[src/rtl/data_memory_pkg.sv]
`default_nettype none
// ============================================================================
// Module      : data_memory_pkg
// Description : Shared constants and types for the data memory arbiter.
// Revision    : 1.0 - initial release
// ============================================================================
package data_memory_pkg;

    // Memory geometry: 2**c_MEM_AW words of c_DATA_W bits.
    localparam int unsigned c_MEM_AW  = 8;
    localparam int unsigned c_DATA_W  = 32;

    // Transaction state encoding.
    localparam int unsigned            c_STATE_W = 1;
    localparam logic [c_STATE_W-1:0]   c_IDLE    = 1'b0;
    localparam logic [c_STATE_W-1:0]   c_ACCESS  = 1'b1;

    // Requester identity; also the index into per-requester response arrays.
    typedef enum logic {
        REQ_CPU = 1'b0,
        REQ_DBG = 1'b1
    } req_id_t;

endpackage
`default_nettype wire

[src/rtl/data_memory_arbiter_rr.sv]
`default_nettype none
// ============================================================================
// Module      : rr_arbiter_2
// Description : Two-way round-robin grant logic. Purely combinational; the
//               last-grant pointer register lives in the parent.
// Revision    : 1.0 - initial release
// ============================================================================
module rr_arbiter_2
    import data_memory_pkg::*;
(
    input  logic [1:0] req,
    input  req_id_t    last,
    output logic [1:0] gnt
);

    // A lone requester always wins; on a tie the one not granted last wins.
    always_comb begin
        gnt    = 2'b00;
        gnt[0] = req[0] & (~req[1] | (last == REQ_DBG));
        gnt[1] = req[1] & (~req[0] | (last == REQ_CPU));
    end

endmodule
`default_nettype wire

[src/rtl/data_memory_arbiter.sv]
`default_nettype none
// ============================================================================
// Module      : data_memory_arbiter
// Description : Round-robin sharing of a single-port data memory between the
//               CPU load/store path and the debug/loader port. Each access is
//               a two-cycle grant/access transaction with a one-cycle
//               completion pulse back to the owner.
// Revision    : 1.0 - initial release
// ============================================================================
module data_memory_arbiter
    import data_memory_pkg::*;
#(
    parameter int unsigned DATA_W = c_DATA_W,
    parameter int unsigned ADDR_W = 32,
    parameter int unsigned MEM_AW = c_MEM_AW
) (
    input  logic              clock,
    input  logic              reset_n,
    // requester 0: CPU load/store
    input  logic              m0_req,
    input  logic              m0_we,
    input  logic [ADDR_W-1:0] m0_addr,
    input  logic [DATA_W-1:0] m0_wdata,
    output logic              m0_gnt,
    output logic              m0_rvalid,
    output logic [DATA_W-1:0] m0_rdata,
    output logic              m0_err,
    // requester 1: debug/loader
    input  logic              m1_req,
    input  logic              m1_we,
    input  logic [ADDR_W-1:0] m1_addr,
    input  logic [DATA_W-1:0] m1_wdata,
    output logic              m1_gnt,
    output logic              m1_rvalid,
    output logic [DATA_W-1:0] m1_rdata,
    output logic              m1_err,
    // memory side
    output logic [ADDR_W-1:0] mem_address,
    output logic [DATA_W-1:0] mem_write_data,
    output logic              mem_write_sg,
    input  logic [DATA_W-1:0] mem_read_data
);

    logic [c_STATE_W-1:0]   r_state;
    logic [c_STATE_W-1:0]   w_state_nxt;
    req_id_t                r_last;
    req_id_t                r_cmd_owner;
    logic                   r_cmd_we;
    logic [ADDR_W-1:0]      r_cmd_addr;
    logic [DATA_W-1:0]      r_cmd_wdata;

    logic [1:0]             w_arb_gnt;
    logic [1:0]             w_gnt;
    logic                   w_mem_write_sg;
    logic                   w_in_range;
    req_id_t                w_winner;

    logic [1:0]             r_rvalid;
    logic [1:0]             r_err;
    logic [1:0][DATA_W-1:0] r_rdata;

    rr_arbiter_2 u_rr_arbiter_2 (
        .req  ({m1_req, m0_req}),
        .last (r_last),
        .gnt  (w_arb_gnt)
    );

    // Anything above the memory index bits makes the address out of range.
    assign w_in_range = (r_cmd_addr[ADDR_W-1:MEM_AW] == '0);
    assign w_winner   = w_gnt[1] ? REQ_DBG : REQ_CPU;

    // State register; reset aborts any access in flight.
    always_ff @(posedge clock or negedge reset_n) begin
        if (!reset_n) begin
            r_state <= c_IDLE;
        end else begin
            r_state <= w_state_nxt;
        end
    end

    // Next state plus the grant and write-strobe outputs of each state.
    always_comb begin
        w_state_nxt    = r_state;
        w_gnt          = 2'b00;
        w_mem_write_sg = 1'b0;
        case (r_state)
            c_IDLE: begin
                w_gnt = w_arb_gnt;
                if (|w_arb_gnt) begin
                    w_state_nxt = c_ACCESS;
                end
            end
            c_ACCESS: begin
                w_mem_write_sg = r_cmd_we & w_in_range;
                w_state_nxt    = c_IDLE;
            end
            default: begin
                w_state_nxt = c_IDLE;
            end
        endcase
    end

    // Capture the winning command and advance the round-robin pointer.
    always_ff @(posedge clock or negedge reset_n) begin
        if (!reset_n) begin
            r_last      <= REQ_DBG;
            r_cmd_owner <= REQ_CPU;
            r_cmd_we    <= 1'b0;
            r_cmd_addr  <= '0;
            r_cmd_wdata <= '0;
        end else if (|w_gnt) begin
            r_last      <= w_winner;
            r_cmd_owner <= w_winner;
            r_cmd_we    <= w_winner == REQ_DBG ? m1_we    : m0_we;
            r_cmd_addr  <= w_winner == REQ_DBG ? m1_addr  : m0_addr;
            r_cmd_wdata <= w_winner == REQ_DBG ? m1_wdata : m0_wdata;
        end
    end

    // Completion: pulse rvalid to the owner and hold rdata/err until its next one.
    always_ff @(posedge clock or negedge reset_n) begin
        if (!reset_n) begin
            r_rvalid <= '0;
            r_err    <= '0;
            r_rdata  <= '0;
        end else begin
            r_rvalid <= '0;
            if (r_state == c_ACCESS) begin
                r_rvalid[r_cmd_owner] <= 1'b1;
                r_err[r_cmd_owner]    <= ~w_in_range;
                r_rdata[r_cmd_owner]  <= (w_in_range && !r_cmd_we) ? mem_read_data : '0;
            end
        end
    end

    // Memory address/data come straight from the command registers, so they
    // hold their last values between accesses.
    assign mem_address    = r_cmd_addr;
    assign mem_write_data = r_cmd_wdata;
    assign mem_write_sg   = w_mem_write_sg;

    assign m0_gnt    = w_gnt[0];
    assign m1_gnt    = w_gnt[1];
    assign m0_rvalid = r_rvalid[0];
    assign m1_rvalid = r_rvalid[1];
    assign m0_err    = r_err[0];
    assign m1_err    = r_err[1];
    assign m0_rdata  = r_rdata[0];
    assign m1_rdata  = r_rdata[1];

endmodule
`default_nettype wire

[config.mk]
export PLATFORM = sky130hd
export DESIGN_NAME = data_memory_arbiter
export DESIGN_NICKNAME = d
export VERILOG_FILES = /design/src/rtl/data_memory_pkg.sv /design/src/rtl/data_memory_arbiter_rr.sv /design/src/rtl/data_memory_arbiter.sv
export SDC_FILE = /design/constraint.sdc
export NUM_CORES = 1
export LEC_CHECK = 0
export CORE_AREA = 2 2 117 119
export CTS_CLUSTER_DIAMETER = 80
export DETAILED_ROUTE_END_ITERATION = 7
export DIE_AREA = 0 0 119 121
export DONT_BUFFER_PORTS = 1
export GPL_TIMING_DRIVEN = 0
export PLACE_DENSITY_LB_ADDON = 0.15
export SLEW_MARGIN = 30
export SYNTH_ARGS = -nofsm -noshare
export SYNTH_HDL_FRONTEND = slang
export SYNTH_SLANG_ARGS = --single-unit
export TNS_END_PERCENT = 100
[constraint.sdc]
create_clock -name clock -period 1.5 [get_ports clock]
set_input_delay 0.225 -clock clock [delete_from_list [all_inputs] [get_ports clock]]
set_output_delay 0.225 -clock clock [all_outputs]
set_load 0.02 [all_outputs]
# Yosys cells after proc, flatten, opt, wreduce, memory -nomap -nowiden
# Cells that the tools add are included.
[totals]
reg_bits = 136
in_bits = 166
out_inout_bits = 135
wordCells = 44
[op_classes]
magnitude_cmp = 2
n_mux = 16
n_bitwise = 10
n_reduce_logical = 6
[ops]
columns = ["operator", "count"]
rows = [
  ["$mux 32", 4],
  ["$bwmux 64", 1],
  ["$demux 32 s1", 1],
  ["$logic_not 24->1", 1],
  ["$mux 1", 5],
  ["$not 1->1", 5],
  ["$mux 2", 2],
  ["$reduce_or 2->1", 2],
  ["$and 1x1->1", 3],
  ["$bwmux 2", 1],
  ["$logic_and 1x1->1", 2],
  ["$lt 1x2->1 const B", 1],
  ["$or 1x1->1", 2],
  ["$pmux 1 s2", 1],
  ["$demux 1 s1", 1],
  ["$ge 1x1->1 const B", 1],
  ["$logic_not 1->1", 1],
]

# Longest topological paths before layout
# Gate-level depths: netlist (run 1).
[logic_depth]
ltp_word = 6
mapped_depth = 6
depth_no_buf = 4

# By module
# A second synthesis (run 1) with hierarchy kept.
[hier_totals]
cells_unflattened = 647
hier_area_um2 = 6353.6
[modules_own_cells]
columns = ["mod", "instances", "cells_per_inst", "area_per_inst_um2", "seq_area_each_um2"]
rows = [
  ["data_memory_arbiter", 1, 644, 6334.8, 3404.5],
  ["rr_arbiter_2", 1, 3, 18.8, 0.0],
]

# Worst setup path after synthesis (run 1)
# OpenSTA, ideal clock, no wires.
[synth_timing]
path_kind = "reg-to-output"
from = "register r_cmd_addr[19], in the netlist mem_address[19]"
to = "output port mem_write_sg"
t_arrival_ns = 1.783
t_required_ns = 1.275
setup_slack_ns = -0.508
path_stages_with_launch = 6
n_path_buf = 2
cell_sequence = "dfrtp_1 nor4_2 nand2_1 buf_2 buf_2 nor3_1"
[synth_via]
elab_chain_len = 3
[synth_lines]
columns = ["element", "line_no", "rtl"]
rows = [
  ["start, declared", "data_memory_arbiter.sv:49", "logic [ADDR_W-1:0] r_cmd_addr;"],
  ["start signal, assigned", "data_memory_arbiter.sv:115", "r_cmd_addr <= w_winner == REQ_DBG ? m1_addr : m0_addr;"],
  ["$logic_not 24->1", "data_memory_arbiter.sv:69", "assign w_in_range = (r_cmd_addr[ADDR_W-1:MEM_AW] == '0);"],
  ["$and 1x1->1", "data_memory_arbiter.sv:94", "w_mem_write_sg = r_cmd_we & w_in_range;"],
  ["$mux 1", "data_memory_arbiter.sv:86", "case (r_state)"],
  ["end, declared", "data_memory_arbiter.sv:40", "output logic mem_write_sg,"],
]
# No other way between the ends.

# Worst setup path after layout (run 1)
[layout_timing]
from = "register r_cmd_addr[27], in the netlist mem_address[27]"
to = "output port mem_write_sg"
# The elaborated chain is that of the path after synthesis.

==> results.md, run 1 <==
Synthesis:
- The synthesized area is 6580 um2.
- The share of the Yosys chip area taken by registers is 0.517.
- The number of flip-flops and latches in the synthesized netlist is 136.
- The cell count after synthesis is 661.
- The number of distinct library cell variants in the gate-level netlist after synthesis is 26.
- Synthesis produced a netlist with a net count of 827.
- Averaged over all synthesized cells, the footprint is 9.96 um2.
- Of the post-synthesis cell area, the dominant cell type holds 0.513.
- For this run, the number of Yosys warnings is 0.
- The cell taking the most area after synthesis is sky130_fd_sc_hd__dfrtp_1.
- Ranked by total cell area, the synthesized netlist is headed by sky130_fd_sc_hd__dfrtp_1 (51%), sky130_fd_sc_hd__o41ai_2 (12%), sky130_fd_sc_hd__a31oi_1 (6.2%).

STA:
- The hold violation count in the final report is 136.
- The actual slew at the worst max-slew pin is 1.20 ns.
- Setup repair after global routing could not meet its margin everywhere.
- The minimum clock period after layout is 2.38 ns.
- The final critical-path share of the clock period is 1.59.
- The count of endpoints failing setup in the final report is 135.
- The worst hold slack after final layout is -0.523 ns.
- The number of max-slew violations in the final report is 0.
- The peak clock frequency supported by timing is 421 MHz.
- The worst slew margin relative to its limit is 0.197.
- The final setup skew is 0.0147 ns.
- The worst-case setup margin in the final layout is -0.878 ns.

Worst setup path:
- The worst path buffer plus inverter count is 2.
- The cell type group with the largest total delay on the critical path is simple AND/OR/NAND/NOR gates.
- The critical path class is register to primary output.
- The arrival time of data at the critical path endpoint is 2.15 ns.
- For the worst flop-to-flop path, the logic depth is 7.
- In this run the critical register-to-register path is launched from mem_address[27].
- In this run the worst path has a maximum fanout of 3.
- The endpoint identified for the worst register-to-register timing path is m1_rdata[10].
- Traced cell by cell, the critical path runs through nor4_4, nand4_1, buf_6, buf_12, nor3_4.
- The largest individual stage delay along the critical path comes from the cell sky130_fd_sc_hd__dfrtp_2.
- Tracing the worst setup path back leads to its startpoint at mem_address[27].
- STA classifies the critical path startpoint as a register.
- For flop-to-flop paths, the worst setup slack is -0.69 ns.
- At the worst endpoint, the required time is 1.27 ns.
- The most critical setup path has its endpoint at mem_write_sg.
- For this run, the slowest stage of the critical path takes 0.51 ns.
- The critical path depth is 5.
- The sort of element at the end of the critical path is a primary output.

Place:
- The number of placed instances with taps included is 837.
- The setup slack after placement is -0.698 ns.
- At the end of routability-driven placement, the weighted congestion stood at 0.892.
- Once detailed placement completed, the half-perimeter wirelength came to 15.3 mm.
- The number of I/O port buffers is 0.
- The placed instances occupy a cell area of 6900 um2.

Route:
- The vias per cell is 7.06.
- The starting DRC count in detailed routing is 983.
- The count of nets left with antenna violations once routing finished came out at 0.
- After detailed routing, the met3 layer carries 3.82 mm of wire.
- The met2 wire length is 15.0 mm.
- Before antenna repair, the detailed router went through 6 iterations.
- After detailed routing, no signal wire sits above met4.
- The total vias in the final route is 7,510.
- Dividing the detail-routed wire length by the instance count gives 29.7 um.
- The post-route met1 wirelength is 10.1 mm.
- For this run, design rule violations remaining after detail routing come to 0.
- The routed design has 31.6 mm of wire.

Floorplan:
- For this configuration, the core starts out at a cell density of 0.503.
- The height of the die is 121 um.
- The die boundary width is 119 um.
- The count of boundary I/O pins is 301.
- The die covers 14,400 um2.
- The floorplan has 42 rows.
- The area of the core is 13,100 um2.

GRT:
- Entering global routing, the biggest net connects 137 pins.
- The total grt overflow is 0.
- The initial antenna violation count came to 2.
- The first-pass GRT wire length is 38.0 mm.
- The number of global-route vias before repair is 6,808.
- The overall global routing resource usage is 0.344.

Power and ir drop:
- The largest voltage drop on the vdd net is 828 uV.
- The cell leakage power is 0.00550 uW.
- Dividing total power by cell area gives a power density of 1180 nW/um2.

Layout:
- The finished cells cover 11,300 um2.
- Leaving out fill and tap cells, the most frequent cells in the layout are sky130_fd_sc_hd__dlygate4sd3_1 (131), sky130_fd_sc_hd__dfrtp_1 (119), sky130_fd_sc_hd__nand2_1 (68).
- The number of nets at the end of the flow is 1,039.
- The finished layout holds 1,063 standard cells, fillers aside.
- The ratio of cells with drive above 1 in the final layout is 0.335.
- The layout has 514 filler cells.
- Leaving out fill and tap cells, the most frequent cell in the layout is sky130_fd_sc_hd__dlygate4sd3_1.
- The final design utilization is 0.864.
- From synthesis to final layout, the design area changed by 71.7%.

CTS:
- Clock-pin slew was measured on the worst setup and hold paths at 0.07 ns.
- The number of buffers added by the clock tree synthesis step is 17.
- The count of clock tree sinks is 136.
- The root buffer cell chosen for the clock tree is sky130_fd_sc_hd__clkbuf_16.
- The hold buffer count at cts is 131.
- The clock latency of the later-clocked register in the worst-skew pair is 0.44 ns.
- The clock tree synthesis step divided the H-tree into 4 levels.
- The maximum number of buffers from clock root to sink is 2.
- The TritonCTS clock tree is yes.

Run:
- The max-cap check violation count is 0.

Outcome:
- The checks that failed: hold timing, setup timing.
- The run finished, with violations left.

Min path:
- The worst hold path belongs to the class input pin to asynchronous set/reset pin.
==> report_power, final <==
group / total, uW / switching [uW] / internal, uW
Sequential: 5240 / 1130 / 4100
Clock: 4770 / 1670 / 3090
Combinational: 3380 / 1960 / 1430
Total: 13400 / 4760 / 8630
==> logic make-up after synthesis <==
logic type             share of synthesized area
DFF                                        0.517
AOI/OAI and AO/OA                          0.259
buffers and inverters                     0.0513
and+or+nand+nor                            0.172
==> worst register-to-register path, delay by kind of cell (launching register included) <==
kind / cells / cell delay, ns
AOI/OAI and AO/OA: 1 / 0.31
buffers and inverters: 4 / 0.59
DFF: 1 / 0.51
and+or+nand+nor: 2 / 0.65
==> routing by layer <==
layer | vias up | track usage
li1 | 2862 | -
met3 | 274 | 0.102
met4 | 0 | 0.196
met2 | 764 | 0.585
met5 | - | 0
met1 | 3610 | 0.386
==> flip-flops by register name (all words and copies together), names as in the netlist <==
signal	flops
r_cmd_we	1
r_rvalid	2
m1_rdata	32
m0_rdata	32
r_last	1
mem_address	32
mem_write_data	32
r_cmd_owner	1
r_state	1
r_err	2
==> per-stage QoR <==
step	TNS, ns	total power (uW)
detailed placement	-60.55	6760
global route	-57.62	13600
floorplan	-2.59	6180
CTS	-26.76	11900
global placement	-58.89	6700
finish	-52.68	13400
==> worst min-delay path by stage <==
stage,startpoint,endpoint,slack [ns],cells after the start
2_1_floorplan,reset_n,m0_rdata[0],-0.07,0
3_3_place_gp,reset_n,m1_rdata[16],-0.07,0
3_5_place_dp,reset_n,m1_rdata[16],-0.07,0
4_1_cts,reset_n,m1_rdata[16],-0.52,0
5_1_grt,reset_n,mem_address[7],-0.53,0
6_report,reset_n,mem_write_data[15],-0.52,0
==> synth_stat cells, drive strengths merged <==
| cell type | count |
|---|---|
| nor4 | 6 |
| dfstp | 1 |
| o21ai | 66 |
| and2 | 1 |
| o21ba | 1 |
| nand2 | 69 |
| o22ai | 1 |
| nor2b | 1 |
| dfrtp | 135 |
| a21oi | 1 |
| nor3 | 1 |
| o22a | 2 |
| buf | 28 |
| nor2 | 66 |
| o41ai | 64 |
| nand2b | 35 |
| clkbuf | 46 |
| nand4 | 1 |
| inv | 4 |
| nand3 | 67 |
| a31oi | 65 |
==> repair_timing <==
action,in CTS,in global routing
gates resized for setup,125,244
gates cloned,3,17
endpoints found under the setup margin,137,129
hold endpoints to repair,205,136
setup buffers,11,35
pin swaps,45,41
==> cell type report <==
type                            count  area (um2)  share of cell area
Buffer                             72         788              0.0698
Clock buffer                       26         529              0.0468
Timing Repair Buffer              195        2290               0.203
Tap cell                          176         220              0.0195
Multi-Input combinational cell    447        3890               0.344
Sequential cell                   136        3420               0.303
Inverter                            4        15.0             0.00133
Clock inverter                      6         133              0.0117
Antenna cell                        1        2.50            0.000221
Note: power is estimated with default switching activity, not from simulation.
==> run 2: changes to the inputs <==
- CORE_AREA: 2 2 117 119 -> not set
- CORE_UTILIZATION: not set -> 43
- DIE_AREA: 0 0 119 121 -> not set
==> run 2 against run 1 <==
Compared with the run above:
- largest power group unchanged
- setup slack gained 0.093 ns
- register-to-register slack is essentially flat
- global-route usage shrank 3.3 points
- die area is 9.8% higher
- sequential cell count did not move
- total power shrank 11%
- sequential power hardly changed
- via count shrank 10%
- combinational power down 17%
- highest routed layer unchanged
- hold slack gained 0.021 ns
- the flow still finishes with violations (hold timing, setup timing)
- sequential share of layout area up 2.3 points
- maximum frequency increased by 4.1%
==> results.md, run 2 (synthesis results as in run 1) <==
STA:
- The final critical-path share of the clock period is 1.52.
- After layout, the minimum clock period comes to 2.28 ns.
- Final hold analysis gives a worst-case slack of -0.502 ns.
- At the pin with the least slew margin, the transition time is 0.949 ns.
- The final setup skew is 0.00760 ns.
- Derived from the worst setup path, the maximum achievable clock frequency is 438 MHz.
- The number of max-slew violations in the final report was 0.
- The hold violation count in the final report is 136.
- The total negative slack for setup checks is -38.70 ns.
- Setup repair after global routing could not meet its margin everywhere.
- Headroom to the max-slew limit came out at 0.367.
- The worst-case setup margin in the final layout is -0.785 ns.
- Setup violations remaining at the end of the flow were counted as 134.

Floorplan:
- The row count is 44.
- The die boundary width is 126 um.
- The die covers 15,800 um2.
- For this configuration, the core starts out at a cell density of 0.446.
- 301 I/O pins were placed.
- The height of the die is 126 um.
- The total area inside the core boundary comes to 14,800 um2.

Worst setup path:
- For the worst setup path, the data required time is 1.27 ns.
- The startpoint class of the critical path is a register.
- The startpoint of the worst-slack reg-to-reg timing path is mem_address[29].
- Of all nets on the critical path, the largest fanout is 3.
- The sort of element at the end of the critical path is a primary output.
- The critical path startpoint is mem_address[29].
- The critical path class is register to primary output.
- Data on the critical path arrives at its endpoint at 2.06 ns.

CTS:
- The number of levels the H-tree was split into is 4.
- Clock tree synthesis selected as its root buffer the cell sky130_fd_sc_hd__clkbuf_16.
- The number of clock buffers added by TritonCTS is 17.
- The hold buffer count at cts is 130.
- TritonCTS built the clock tree.
- The clock passes through at most 2 buffers.
- Clock-pin slew was measured on the worst setup and hold paths at 0.06 ns.
- The count of clock tree sinks is 136.
- The clock latency of the later-clocked register in the worst-skew pair is 0.42 ns.

Layout:
- The final design utilization is 0.712.
- The library cell used most frequently in the layout, excluding fill and tap cells, is sky130_fd_sc_hd__dlygate4sd3_1.
- Relative to the synthesized area, the layout overhead comes to 59.6%.
- In the final layout, the share of cells above drive strength 1 is 0.311.
- The top cell types in the final layout, fill and taps aside, are sky130_fd_sc_hd__dlygate4sd3_1 (130), sky130_fd_sc_hd__dfrtp_1 (118), sky130_fd_sc_hd__nand2_1 (68).
- Once layout is done, the placed cells without fillers occupy 10,500 um2.
- The number of antenna diodes in the final layout is 0.
- The filler-free cell count of the finished design is 1,050.
- The filler cell count in the final layout is 997.
- The number of nets at the end of the flow is 1,022.

Outcome:
- The flow ran to the end, but the final reports show violations.
- The checks that failed: hold timing, setup timing.

GRT:
- The number of global-route vias before repair came to 6,749.
- The total grt overflow is 0.
- The overall global routing resource usage is 0.311.
- The initial antenna violation count came to 0.
- Entering global routing, the biggest net connects 137 pins.
- The first global-routing pass estimated 37.9 mm of wire.

Route:
- The total vias in the final route is 6,740.
- The starting DRC count in detailed routing is 513.
- The routed wire length is 26.8 mm.
- The number of antenna-violating nets in the routed design is 0.
- The first detailed-routing pass took 5 iterations.
- Dividing the detail-routed wire length by the instance count gives 25.5 um.
- The vias per cell is 6.42.
- The DRC violations left is 0.

Power and ir drop:
- VDD sags by at most 838 uV.
- The analysis attributes to cell leakage a power of 0.00480 uW.
- Dividing total power by cell area gives a power density of 1130 nW/um2.

Min path:
- The worst min-delay path category is input pin to asynchronous set/reset pin.

Run:
- The max-cap check violation count is 0.

Place:
- The number of I/O port buffers is 0.
- The detailed placement HPWL is 15.6 mm.
- In this run the cell area measured after placement is 6910 um2.
- The number of placed instances with taps included is 845.
- Routability-driven placement finished with a final weighted congestion of 0.876.
## run 2: final cells by class
type	count	area (um2)	share of cell area
clock inverters	5	50.0	0.00476
plain buffers	69	723	0.0688
clock buffers	24	472	0.0449
multi-input cells	447	3550	0.338
well taps	184	230	0.0219
inverters	4	15.0	0.00143
flip-flops and latches	136	3430	0.326
repair buffers	181	2040	0.194
## run 2: through the flow
step	hold WS [ns]	total power [uW]	worst slack, ns
6_report	-0.502	11900	-0.785
5_1_grt	-0.516	12300	-0.827
4_1_cts	-0.511	11100	-0.769
3_5_place_dp	-0.0673	6800	-0.622
3_3_place_gp	-0.0667	6740	-0.586
2_1_floorplan	-0.0706	6180	-0.200
## run 2: repair_timing
| item | in CTS | in global routing |
|---|---|---|
| buffers inserted | 25 | 22 |
| hold endpoints to repair | 202 | 136 |
| gates cloned | 5 | 9 |
| pin swaps | 64 | 31 |
| endpoints found under the setup margin | 137 | 133 |
| gates resized for setup | 141 | 208 |
## run 2: worst paths after layout
check	endpoint	slack, ns	cells after the start
min in group clock	m1_rdata[12]	0.02	2
worst max register to register	m1_rdata[21]	-0.69	8
worst min-delay path	mem_write_data[23]	-0.50	0
worst min register to register	r_last	0.52	2
max in group asynchronous	r_last	1.76	0
worst max-delay path	mem_write_sg	-0.78	5
## run 2: critical path, stage by stage, from the launching register on
cell and delay (ns):
sky130_fd_sc_hd__dfrtp_1 0.49, sky130_fd_sc_hd__nor4_2 0.30, sky130_fd_sc_hd__nand4_1 0.26, sky130_fd_sc_hd__buf_6 0.21
sky130_fd_sc_hd__buf_12 0.12, sky130_fd_sc_hd__nor3_4 0.24
## run 2: routing by layer
| metal | vias to the layer above | track usage | share of wire | wire length [um] |
|---|---|---|---|---|
| met5 | - | 0 | 0 | 0 |
| met4 | 0 | 0.153 | 0.049 | 1310 |
| met3 | 114 | 0.0807 | 0.082 | 2190 |
| met2 | 456 | 0.540 | 0.52 | 13900 |
| met1 | 3351 | 0.357 | 0.35 | 9460 |
| li1 | 2819 | - | - | - |
## run 2: power by group
group,internal (uW),switching (uW)
logic,1220,1600
registers,4110,1110
clock network,2330,1530
total,7650,4230
==> run 3: changes to the inputs <==
- CTS_CLUSTER_DIAMETER: 80 -> 40
==> results of run 3 <==
The final DEF is identical to that of run 2; final timing and power are the same.
